==> src/rtl/sort_collector_if.sv <==
// Handshake/bus bundle between the serial sorter, the sort collector and its consumer.
// The slave modport is the collector's view; the master modport drives the collector.
interface sort_collector_if #(
  parameter int WIDTH = 32,
  parameter int DEPTH = 8
);
  localparam int CW = $clog2(DEPTH + 1);

  logic [WIDTH-1:0] data_serial_i;
  logic             data_valid_i;
  logic [WIDTH-1:0] rd_data_o;
  logic             rd_valid_o;
  logic             rd_ready_i;
  logic             rd_last_o;
  logic [CW-1:0]    count_o;
  logic [WIDTH-1:0] min_o;
  logic [WIDTH-1:0] max_o;
  logic             order_err_o;
  logic             len_err_o;
  logic             overflow_o;
  logic             batch_done_o;

  modport slave (
    input  data_serial_i, data_valid_i, rd_ready_i,
    output rd_data_o, rd_valid_o, rd_last_o, count_o, min_o, max_o,
           order_err_o, len_err_o, overflow_o, batch_done_o
  );

  modport master (
    output data_serial_i, data_valid_i, rd_ready_i,
    input  rd_data_o, rd_valid_o, rd_last_o, count_o, min_o, max_o,
           order_err_o, len_err_o, overflow_o, batch_done_o
  );
endinterface

==> src/rtl/sort_collector.sv <==
// Captures one sorted serial batch into a register buffer, checks signed ordering and
// batch length, tracks signed min/max, then drains the batch over valid/ready.
module sort_collector #(
  parameter int WIDTH = 32,
  parameter int DEPTH = 8
) (
  input  logic            clk,
  input  logic            rst,
  sort_collector_if.slave bus
);
  localparam int CW = $clog2(DEPTH + 1);
  localparam int AW = (DEPTH > 1) ? $clog2(DEPTH) : 1;

  typedef enum logic [1:0] {IDLE, CAPTURE, DRAIN} state_t;

  state_t           r_state;
  state_t           w_next;
  logic [WIDTH-1:0] r_buf [DEPTH];
  logic [CW-1:0]    r_count;
  logic [CW-1:0]    r_rd_ptr;
  logic [WIDTH-1:0] r_min;
  logic [WIDTH-1:0] r_max;
  logic [WIDTH-1:0] r_prev;
  logic             r_order_err;
  logic             r_len_err;
  logic             r_overflow;
  logic             r_batch_done;

  logic             w_cap_first;
  logic             w_cap_more;
  logic             w_xfer;
  logic             w_last;
  logic [CW-1:0]    w_count_inc;
  logic [WIDTH-1:0] w_din;

  assign w_din       = bus.data_serial_i;
  assign w_cap_first = (r_state == IDLE) && bus.data_valid_i;
  assign w_cap_more  = (r_state == CAPTURE) && bus.data_valid_i;
  assign w_count_inc = r_count + CW'(1);
  assign w_last      = (r_state == DRAIN) && (r_rd_ptr == r_count - CW'(1));
  assign w_xfer      = (r_state == DRAIN) && bus.rd_ready_i;

  always_ff @(posedge clk or negedge rst) begin
    if (!rst) r_state <= IDLE;
    else      r_state <= w_next;
  end

  always_comb begin
    w_next = r_state;
    unique case (r_state)
      IDLE:    if (bus.data_valid_i) w_next = CAPTURE;
      CAPTURE: if (!bus.data_valid_i || (w_count_inc == CW'(DEPTH))) w_next = DRAIN;
      DRAIN:   if (w_xfer && w_last) w_next = IDLE;
      default: w_next = IDLE;
    endcase
  end

  // Batch statistics only change while capturing; they hold through DRAIN and IDLE.
  always_ff @(posedge clk or negedge rst) begin
    if (!rst) begin
      r_count      <= '0;
      r_rd_ptr     <= '0;
      r_min        <= '0;
      r_max        <= '0;
      r_prev       <= '0;
      r_order_err  <= 1'b0;
      r_len_err    <= 1'b0;
      r_overflow   <= 1'b0;
      r_batch_done <= 1'b0;
    end else begin
      r_overflow   <= (r_state == DRAIN) && bus.data_valid_i;
      r_batch_done <= w_xfer && w_last;
      if (w_cap_first) begin
        r_count     <= CW'(1);
        r_min       <= w_din;
        r_max       <= w_din;
        r_prev      <= w_din;
        r_order_err <= 1'b0;
        r_len_err   <= 1'b0;
      end else if (w_cap_more) begin
        r_count <= w_count_inc;
        if ($signed(w_din) < $signed(r_min))  r_min <= w_din;
        if ($signed(w_din) > $signed(r_max))  r_max <= w_din;
        if ($signed(w_din) < $signed(r_prev)) r_order_err <= 1'b1;
        r_prev <= w_din;
      end else if (r_state == CAPTURE) begin
        r_len_err <= 1'b1;
      end
      if (w_xfer) r_rd_ptr <= w_last ? '0 : r_rd_ptr + CW'(1);
    end
  end

  // Buffer contents are don't-care after reset, so the storage carries no reset.
  always_ff @(posedge clk) begin
    if (w_cap_first)     r_buf[0] <= w_din;
    else if (w_cap_more) r_buf[r_count[AW-1:0]] <= w_din;
  end

  assign bus.rd_data_o    = r_buf[r_rd_ptr[AW-1:0]];
  assign bus.rd_valid_o   = (r_state == DRAIN);
  assign bus.rd_last_o    = w_last;
  assign bus.count_o      = r_count;
  assign bus.min_o        = r_min;
  assign bus.max_o        = r_max;
  assign bus.order_err_o  = r_order_err;
  assign bus.len_err_o    = r_len_err;
  assign bus.overflow_o   = r_overflow;
  assign bus.batch_done_o = r_batch_done;
endmodule

==> src/flat_wrapper.sv <==
// flat-port wrapper written by rule: the top's interface ports become plain ports
module sort_collector_flat 
#(
  parameter int WIDTH = 32,
  parameter int DEPTH = 8
)
  (clk, rst, bus_data_serial_i, bus_data_valid_i, bus_rd_ready_i, bus_rd_data_o, bus_rd_valid_o, bus_rd_last_o, bus_count_o, bus_min_o, bus_max_o, bus_order_err_o, bus_len_err_o, bus_overflow_o, bus_batch_done_o);
  sort_collector_if #(.WIDTH(WIDTH), .DEPTH(DEPTH)) bus_i ();
  input  logic clk;
  input  logic rst;
  input wire logic [$bits(bus_i.data_serial_i)-1:0] bus_data_serial_i;
  input wire logic [$bits(bus_i.data_valid_i)-1:0] bus_data_valid_i;
  input wire logic [$bits(bus_i.rd_ready_i)-1:0] bus_rd_ready_i;
  output wire logic [$bits(bus_i.rd_data_o)-1:0] bus_rd_data_o;
  output wire logic [$bits(bus_i.rd_valid_o)-1:0] bus_rd_valid_o;
  output wire logic [$bits(bus_i.rd_last_o)-1:0] bus_rd_last_o;
  output wire logic [$bits(bus_i.count_o)-1:0] bus_count_o;
  output wire logic [$bits(bus_i.min_o)-1:0] bus_min_o;
  output wire logic [$bits(bus_i.max_o)-1:0] bus_max_o;
  output wire logic [$bits(bus_i.order_err_o)-1:0] bus_order_err_o;
  output wire logic [$bits(bus_i.len_err_o)-1:0] bus_len_err_o;
  output wire logic [$bits(bus_i.overflow_o)-1:0] bus_overflow_o;
  output wire logic [$bits(bus_i.batch_done_o)-1:0] bus_batch_done_o;
  assign bus_i.data_serial_i = bus_data_serial_i;
  assign bus_i.data_valid_i = bus_data_valid_i;
  assign bus_i.rd_ready_i = bus_rd_ready_i;
  assign bus_rd_data_o = bus_i.rd_data_o;
  assign bus_rd_valid_o = bus_i.rd_valid_o;
  assign bus_rd_last_o = bus_i.rd_last_o;
  assign bus_count_o = bus_i.count_o;
  assign bus_min_o = bus_i.min_o;
  assign bus_max_o = bus_i.max_o;
  assign bus_order_err_o = bus_i.order_err_o;
  assign bus_len_err_o = bus_i.len_err_o;
  assign bus_overflow_o = bus_i.overflow_o;
  assign bus_batch_done_o = bus_i.batch_done_o;
  sort_collector #(.WIDTH(WIDTH), .DEPTH(DEPTH)) u_core (.clk(clk), .rst(rst), .bus(bus_i));
endmodule
==> config.mk <==
export PLATFORM = sky130hd
export DESIGN_NAME = sort_collector_flat
export DESIGN_NICKNAME = d
export VERILOG_FILES = /design/src/rtl/sort_collector_if.sv /design/src/rtl/sort_collector.sv /design/src/flat_wrapper.sv
export SDC_FILE = /design/constraint.sdc
export NUM_CORES = 1
export LEC_CHECK = 0
export CORE_UTILIZATION = 60
export DETAILED_ROUTE_END_ITERATION = 6
export GPL_ROUTABILITY_DRIVEN = 0
export PLACE_DENSITY = 0.82
export SLEW_MARGIN = 5
export SYNTH_ARGS = -nofsm -noshare
export SYNTH_HDL_FRONTEND = slang
export SYNTH_SLANG_ARGS = --single-unit
==> constraint.sdc <==
create_clock -name clk -period 10 [get_ports clk]
set_input_delay 1 -clock clk [delete_from_list [all_inputs] [get_ports clk]]
set_output_delay 1 -clock clk [all_outputs]
set_load 0.02 [all_outputs]
# After elaboration in Yosys (flattened, before gate mapping)
# Memories as Yosys holds them, arrays and structs flattened.
# Index checks and enable logic that the tools add are counted.
[classes]
eq_ne = 8
n_mul = 0
add_sub_neg = 3
order_cmp = 3
n_reduce_logical = 20
n_mux = 29
shift = 0
n_div = 0
bitwise = 0
[ops]
columns = ["operator", "n"]
rows = [
  ["32-bit two-way mux", 9],
  ["32-bit less-than comparator", 2],
  ["32-bit > comparator", 1],
  ["32-bit OR reduction", 1],
  ["1-bit two-way mux", 12],
  ["4-bit two-way mux", 3],
  ["2-bit nonzero test", 5],
  ["4-bit by 1-bit adder with 4-bit output (second input constant)", 2],
  ["2-bit AND reduction", 4],
  ["1-bit logical AND", 6],
  ["2-bit two-way mux", 3],
  ["2-bit case mux with 3 select lines", 1],
  ["4-bit equality test", 1],
  ["4-bit equality test (second input constant)", 1],
  ["2-bit by 1-bit != test with 1-bit output (second input constant)", 2],
  ["2-bit != test (second input constant)", 2],
  ["4-bit by 1-bit subtractor with 4-bit output (second input constant)", 1],
  ["3-bit two-way mux", 1],
  ["3-bit AND reduction", 1],
  ["2-bit by 1-bit equality test with 1-bit output (second input constant)", 1],
  ["2-bit equality test (second input constant)", 1],
  ["2-bit zero test", 1],
  ["1-bit zero test", 1],
  ["1-bit logical OR", 1],
]
[totals]
latch_bits = 0
reg_bits = 110
ramBits = 256
memories = 1
mem_bits_ro = 0
[mem_list]
columns = ["name", "words", "width", "rd", "rd_ports_with_merged_regs", "wr", "line", "rtl"]
rows = [
  ["u_core.r_buf", 8, 32, 1, 0, 1, "sort_collector.sv:18", "logic [WIDTH-1:0] r_buf [DEPTH];"],
]

# Depth between registers and ports, before layout
# Gate-level depths: netlist of the first run.
[depth]
ltp_word = 7
depth_mapped = 11

# Worst setup path after synthesis of the first run
# No wires, ideal clock.
[synth_path]
path_type = "in2reg"
start = "input port bus_data_valid_i"
end = "memory u_core.r_buf[4][0] (enable)"
path_slack_ns = 5.613
required_time_ns = 9.539
path_buffers = 2
cell_stages = 5
arrival_ns = 3.926
setup_time_ns = 0.461
cell_sequence = "nor2b_1 > clkbuf_1 > clkbuf_1 > nand3_1 > nor3_1"
[synth_between]
elab_chain_len = 6
word_cells_on_any_way = 10
cone_classes = "mux (7); reduce/logical (3)"
[synth_lines]
columns = ["element", "line", "rtl"]
rows = [
  ["start, declared", "flat_wrapper.sv:12", "input wire logic [$bits(bus_i.data_valid_i)-1:0] bus_data_valid_i;"],
  ["1-bit logical AND", "sort_collector.sv:38", "assign w_cap_more = (r_state == CAPTURE) && bus.data_valid_i;"],
  ["1-bit two-way mux", "sort_collector.sv:96", "else if (w_cap_more) r_buf[r_count[AW-1:0]] <= w_din;"],
  ["1-bit two-way mux", "sort_collector.sv:95", "if (w_cap_first) r_buf[0] <= w_din;"],
  ["1-bit two-way mux (implied by the code)", "sort_collector.sv:96", ""],
  ["32-bit OR reduction (no source line)", "--", ""],
  ["3-bit two-way mux (no source line) or 1-bit two-way mux (tied branches)", "--", ""],
  ["end, declared", "sort_collector.sv:18", ""],
]
# Parallel ways exist; a longest one is shown, timed or not.

# Worst setup path after layout of the first run
[layout_path]
start = "register u_core.r_rd_ptr[0]"
end = "output port bus_rd_last_o"
[layout_between]
elab_chain_len = 2
[layout_lines]
columns = ["element", "line", "rtl"]
rows = [
  ["start, declared", "sort_collector.sv:20", "logic [CW-1:0] r_rd_ptr;"],
  ["start signal, assigned", "sort_collector.sv:89", "if (w_xfer) r_rd_ptr <= w_last ? '0 : r_rd_ptr + CW'(1);"],
  ["4-bit equality test", "sort_collector.sv:40", "assign w_last = (r_state == DRAIN) && (r_rd_ptr == r_count - CW'(1));"],
  ["1-bit logical AND", "sort_collector.sv:40", ""],
  ["end, declared", "flat_wrapper.sv:16", "output wire logic [$bits(bus_i.rd_last_o)-1:0] bus_rd_last_o;"],
]
# No other way between the ends.

==> results of run 1 <==
metrics by stage:
stage	setup slack (ns)	util	total power [mW]	cells	area, sq um
after CTS	5.17	0.722	6.08	1740	20100
after global routing	4.97	0.722	6.36	1740	20100
after floorplan	5.61	-	3.77	1189	17100
after detailed placement	4.95	0.678	4.69	1670	18900
final	5.29	0.722	6.06	1740	20100
after global placement	5.02	0.678	4.61	1670	18900
logic make-up after synthesis:
kind of cell             synth area share
AO/OA/AOI/OAI                      0.0725
XOR/XNOR                          0.00308
adder cells (fa/ha/maj)            0.0712
buffers and inverters              0.0407
flip-flops                          0.612
multiplexers                        0.127
AND/OR/NAND/NOR                    0.0737
synth_stat cells (2+ instances only):
cell type	n	area share
edfxtp_1	256	0.45
dfrtp_1	110	0.16
inv_1	100	0.022
ha_1	97	0.071
mux4_2	64	0.085
a21oi_1	63	0.018
nand2_1	57	0.013
o21ai_0	55	0.016
nand3_1	46	0.013
clkbuf_1	37	0.0081
o211ai_1	35	0.015
mux2_2	34	0.022
nor3b_1	32	0.014
mux2_1	30	0.020
nand4_1	30	0.011
a21o_1	21	0.0092
or3_1	19	0.0070
nor2_1	16	0.0035
buf_1	9	0.0020
buf_2	9	0.0026
buf_6	9	0.0059
nor3_1	8	0.0023
nor2b_1	6	0.0022
a211oi_1	5	0.0022
and4_1	5	0.0026
nand2b_1	3	0.0011
o31ai_1	3	0.0013
xnor2_1	3	0.0015
xor2_1	3	0.0015
a221o_1	2	0.0012
a31oi_1	2	0.00073
o31a_1	2	0.0010
o31ai_2	2	0.0015
power groups by stage:
stage | registers [mW] | logic, mW | clock network [mW]
floorplan | 2.25 | 1.51 | 0
finish | 2.17 | 2.53 | 1.37
global placement | 2.17 | 2.44 | 0
global route | 2.19 | 2.75 | 1.43
detailed placement | 2.18 | 2.51 | 0
CTS | 2.16 | 2.55 | 1.38
registers in the layout, indices dropped and copies added (netlist names):
| name | cells |
|---|---|
| u_core.bus.len_err_o | 1 |
| u_core.r_buf | 256 |
| u_core.bus.count_o | 4 |
| u_core.bus.max_o | 32 |
| u_core.bus.min_o | 32 |
| u_core.r_state | 2 |
| u_core.bus.batch_done_o | 1 |
| u_core.bus.overflow_o | 1 |
| u_core.r_rd_ptr | 4 |
| u_core.r_prev | 32 |
| u_core.bus.order_err_o | 1 |
per-layer routing:
| metal | GRT usage | vias up | part of all wire |
|---|---|---|---|
| met2 | 0.465 | 477 | 0.50 |
| li1 | - | 4817 | - |
| met5 | 0 | - | 0 |
| met4 | 0.0905 | 0 | 0.024 |
| met1 | 0.384 | 5513 | 0.41 |
| met3 | 0.0414 | 64 | 0.070 |
how the worst max path moves through the flow:
stage | startpoint | slack (ns) | depth (start not counted) | end
final | u_core.r_rd_ptr[0] | 5.29 | 5 | bus_rd_last_o
after detailed placement | bus_data_serial_i[31] | 4.95 | 9 | u_core.bus.min_o[14]
after floorplan | bus_data_valid_i | 5.61 | 5 | u_core.r_buf[4][0]
after global routing | u_core.r_rd_ptr[0] | 4.97 | 5 | bus_rd_last_o
after global placement | bus_data_serial_i[31] | 5.02 | 9 | u_core.bus.min_o[0]
after CTS | u_core.r_rd_ptr[0] | 5.17 | 5 | bus_rd_last_o
cell type report:
class                           instances  area [sq um]
Fill cell                            1681          7750
Inverter                              100           375
Clock buffer                           47          1020
Clock inverter                         23           196
Sequential cell                       366         10400
Timing Repair Buffer                  167          1600
Multi-Input combinational cell        659          6000
Tap cell                              378           473
worst max-delay path: stages (launching register included):
cell and delay (ns):
dfrtp_4 0.56, buf_4 0.87, xor2_1 0.20, o211ai_1 0.13, a2111oi_2 0.63, clkdlybuf4s50_1 0.78
placed cells by master (no fill, tap or decap), types with 6 or more instances in the layout:
master	instances
dfrtp_1	107
or3_1	19
clkbuf_16	39
nand4_1	30
inv_1	100
edfxtp_1	256
a21o_1	21
nor2_1	13
clkbuf_1	7
mux2_2	34
ha_1	97
nand2_1	56
o211ai_1	35
nand3_1	46
a21oi_1	62
clkdlybuf4s50_1	140
clkinv_1	6
nor3b_1	32
mux4_2	64
o21ai_0	55
mux2_1	30
clkinv_2	8
buf_4	27
==> results_dict.tcl, run 1 <==
set metrics [dict create \
    outcome "complete, but fails checks" \
    violations "DRC" \
    setup_viol 0 \
    min_path_type "flop to flop" \
    start_util 0.612 \
    start_kind "flop" \
    min_from "u_core.r_prev[0]" \
    core_sq_mm 0.0279 \
    power_density_mw_per_mm2 301 \
    relSlewSlack 0.262 \
    ctsHoldBuffers 0 \
    fmax_mhz 212 \
    die-width_um 171 \
    die_area_sq_mm 0.0291 \
    wl_um 39600 \
    drive_gt1_frac 0.149 \
    reg2reg_depth 9 \
    holdWs_ns 0.509 \
    grt_overflow 0 \
    numCtsBuffers 38 \
    hold_violations 0 \
    cts_buffer_depth 3 \
    grt_pass1_wl_um 61000 \
    vias_per_cell 6.25 \
    pwr-share-seq 0.357 \
    critPathCaptureType "output port" \
    clkTransAtPathRegs_ns 0.06 \
    num-nets-final 1465 \
    post_cts_resized 0 \
    critical_path.max_fanout 59 \
    intPower_mw 3.87 \
    synth-main-ff-cell "edfxtp_1" \
    rrSetupSlack_ns 6.41 \
    min_path_cells 2 \
    worstSkewPairLatency_ns 0.53 \
    ys_types 49 \
    critPathArrivalTime_ns 3.71 \
    worstMarginPinSlew_ns 1.11 \
    ir_worst_vdd_uv 255 \
    synth_fp_nets 1322 \
    rsz0062_at_grt "false" \
    vias 10900 \
    tns_ns 0 \
    synthesis.area_sq_mm 0.0171 \
    critPathKind "flop to output port" \
    drt_pass1_iterations 7 \
    drt_iter0_drc 951 \
    ys_seq_area_frac 0.612 \
    p_switching_mw 2.19 \
    io_pins 142 \
    synthCells 1189 \
    htree_levels 2 \
    maxCapViolations 0 \
    p_leak_nw 7.65 \
    ys_warn_count 0 \
    wl_per_cell_um 22.8 \
    numClockSinks 366 \
    drc 6 \
    io_buffer_count 141 \
    antenna_found_initial 0 \
    finalMaxSlewViolations 0 \
    min_to "u_core.r_prev[0]" \
    die_h_um 171 \
    ys_seq_elements 366 \
    cts_root_buffer "clkbuf_16" \
    synth_edf_count 256 \
    grt_pass1_vias 10900 \
    async_flop_share 0.301 \
    antenna_cells 0 \
    fin_crit_ns 4.71 \
    p_sw_frac 0.362 \
    avgSynthCellArea_sq_um 14.3 \
    track_usage 0.280 \
    syn_to_final_growth_pct 17.9 \
    timing.rr.end "u_core.bus.min_o[1]" \
    skew_ns 0.0230 \
    grt_max_degree 78 \
    dp_hpwl_um 23800 \
    post_cts_buffers 0 \
    cts_tree "done" \
    rows 61 \
    worstReg2RegStart "u_core.bus.min_o[31]" \
    combPwrFrac 0.417 \
    post-route-period-util 0.471 \
    power_frac_clock 0.225 \
    ant_nets 0 \
    crit_required_ns 9.00 \
]
Note: power is estimated with default switching activity, not from simulation.
==> run 2, diff against run 1 <==
Settings changed: CORE_UTILIZATION 60 to 58, PLACE_DENSITY 0.82 to 0.8.
Clock period 10 ns to 4.55 ns, I/O delays scaled along.
==> run 2 against run 1 <==
  * The run now ends clean
  * Cell count grew 1.1%
  * Design area is 0.82% higher
  * Largest power group unchanged
  * Hold slack worse by 0.50 ns
  * Register-to-register slack got worse by 4.8 ns
  * Clock skew shrank 0.0065 ns
  * Largest cell class unchanged
  * Sequential share of layout area shrank 0.42 points
  * Critical endpoint unchanged
==> results_dict.tcl, run 2 (synthesized netlist as in run 1, its figures left out) <==
set metrics [dict create \
    outcome "completed" \
    ant_nets 0 \
    startpoint "u_core.r_rd_ptr[0]" \
    finalMaxSlewViolations 0 \
    rows 62 \
    num-nets-final 1481 \
    dp_hpwl_um 24700 \
    skew_ns 0.0166 \
    die-width_um 173 \
    grt-busiest-layer "met2" \
    wl_per_cell_um 23.2 \
    die_area_sq_mm 0.0301 \
    post_cts_buffers 0 \
    critPathKind "flop to output port" \
    vias 10900 \
    min_path_type "primary input to asynchronous set/reset pin" \
    use_met1 0.377 \
    htree_levels 2 \
    antenna_cells 0 \
    hold_violations 0 \
    grt_use_met3 0.0458 \
    core_sq_mm 0.0288 \
    drt_pass1_iterations 5 \
    io_buffer_count 141 \
    critical_path.max_fanout 34 \
    grt_pass1_wl_um 63200 \
    regArea_sq_mm 0.0104 \
    drive_gt1_frac 0.160 \
    critPathCaptureType "output port" \
    antenna_found_initial 2 \
    drt_iter0_drc 942 \
    ir_worst_vdd_uv 434 \
    clkTransAtPathRegs_ns 0.06 \
    ctsHoldBuffers 0 \
    track_usage 0.277 \
    power_density_mw_per_mm2 659 \
    crit_required_ns 4.09 \
    relSlewSlack 0.373 \
    layout_commonest_cell "edfxtp_1" \
    start_util 0.593 \
    numClockSinks 366 \
    post-route-period-util 0.825 \
    numCtsBuffers 37 \
    total_power_mw 13.4 \
    vias_per_cell 6.21 \
    p_leak_nw 7.73 \
    layout_common_cells "edfxtp_1 (256), clkdlybuf4s50_1 (140), dfrtp_1 (107)" \
    wl_um 40800 \
    multi_input_area_sq_mm 0.00600 \
    largest_register_ffs 256 \
    largest-register "u_core.r_buf" \
    syn_to_final_growth_pct 18.9 \
    rsz0062_at_grt "false" \
    start_kind "flop" \
    drc 0 \
    use_met2 0.457 \
    cts_root_buffer "clkbuf_16" \
    maxCapViolations 0 \
    setup_viol 0 \
    die_h_um 173 \
    worstReg2RegStart "u_core.bus.min_o[31]" \
    cts_tree "done" \
    worstMarginPinSlew_ns 0.938 \
    critPathArrivalTime_ns 3.30 \
    nFillCells 1855 \
    worstSkewPairLatency_ns 0.53 \
    cts_buffer_depth 3 \
    grt_max_degree 78 \
    grt_pass1_vias 11000 \
    tns_ns 0 \
    fin_crit_ns 3.75 \
    io_pins 142 \
    grt_overflow 0 \
    post_cts_resized 0 \
    fmax_mhz 267 \
]
-- run 2: stage by stage --
step | cell area [sq um] | std cells | util | hold slack [ns] | setup slack, ns
after CTS | 20300 | 1759 | 0.704 | 0.0338 | 0.775
after global placement | 19100 | 1693 | 0.663 | 0.466 | 0.886
after detailed placement | 19100 | 1693 | 0.663 | 0.480 | 0.824
final | 20300 | 1759 | 0.704 | 0.00967 | 0.798
after global routing | 20300 | 1759 | 0.704 | 0.0713 | 0.658
after floorplan | 17100 | 1189 | - | 0.159 | 0.708
-- run 2: layout make-up --
class,instances,area share
inverter,100,0.0185
clock inverter,21,0.0106
clock buffer,45,0.0481
sequential,366,0.515
timing repair buffer,184,0.0879
tap,384,0.0237
multi-input combinational,659,0.296
-- run 2: report_power, final --
group / switching, mW / total, mW / internal, mW
registers: 0.608 / 4.81 / 4.20
clock network: 1.27 / 2.98 / 1.71
logic: 2.94 / 5.57 / 2.63
-- run 2: final timing paths --
kind                       depth (start not counted)                   end  slack (ns)
setup / recovery                                   4         bus_rd_last_o        0.80
hold / removal                                     1     u_core.r_prev[26]        0.01
setup reg to reg                                   9  u_core.bus.min_o[13]        1.57
hold reg to reg                                    2      u_core.r_prev[0]        0.52
max in group asynchronous                          2  u_core.bus.min_o[13]        3.35
min in group clk                                   2      u_core.r_prev[0]        0.52
-- run 2: routing by layer --
layer	part of all wire	vias to the layer above
met5	0	-
met4	0.028	0
met3	0.071	90
met2	0.49	454
met1	0.41	5548
li1	-	4835
-- run 2: worst max-delay path: stages, from the launching register on --
cell,delay (ns)
dfrtp_4,0.86
xor2_1,0.22
o211ai_1,0.13
a2111oi_2,0.72
clkdlybuf4s50_1,0.83
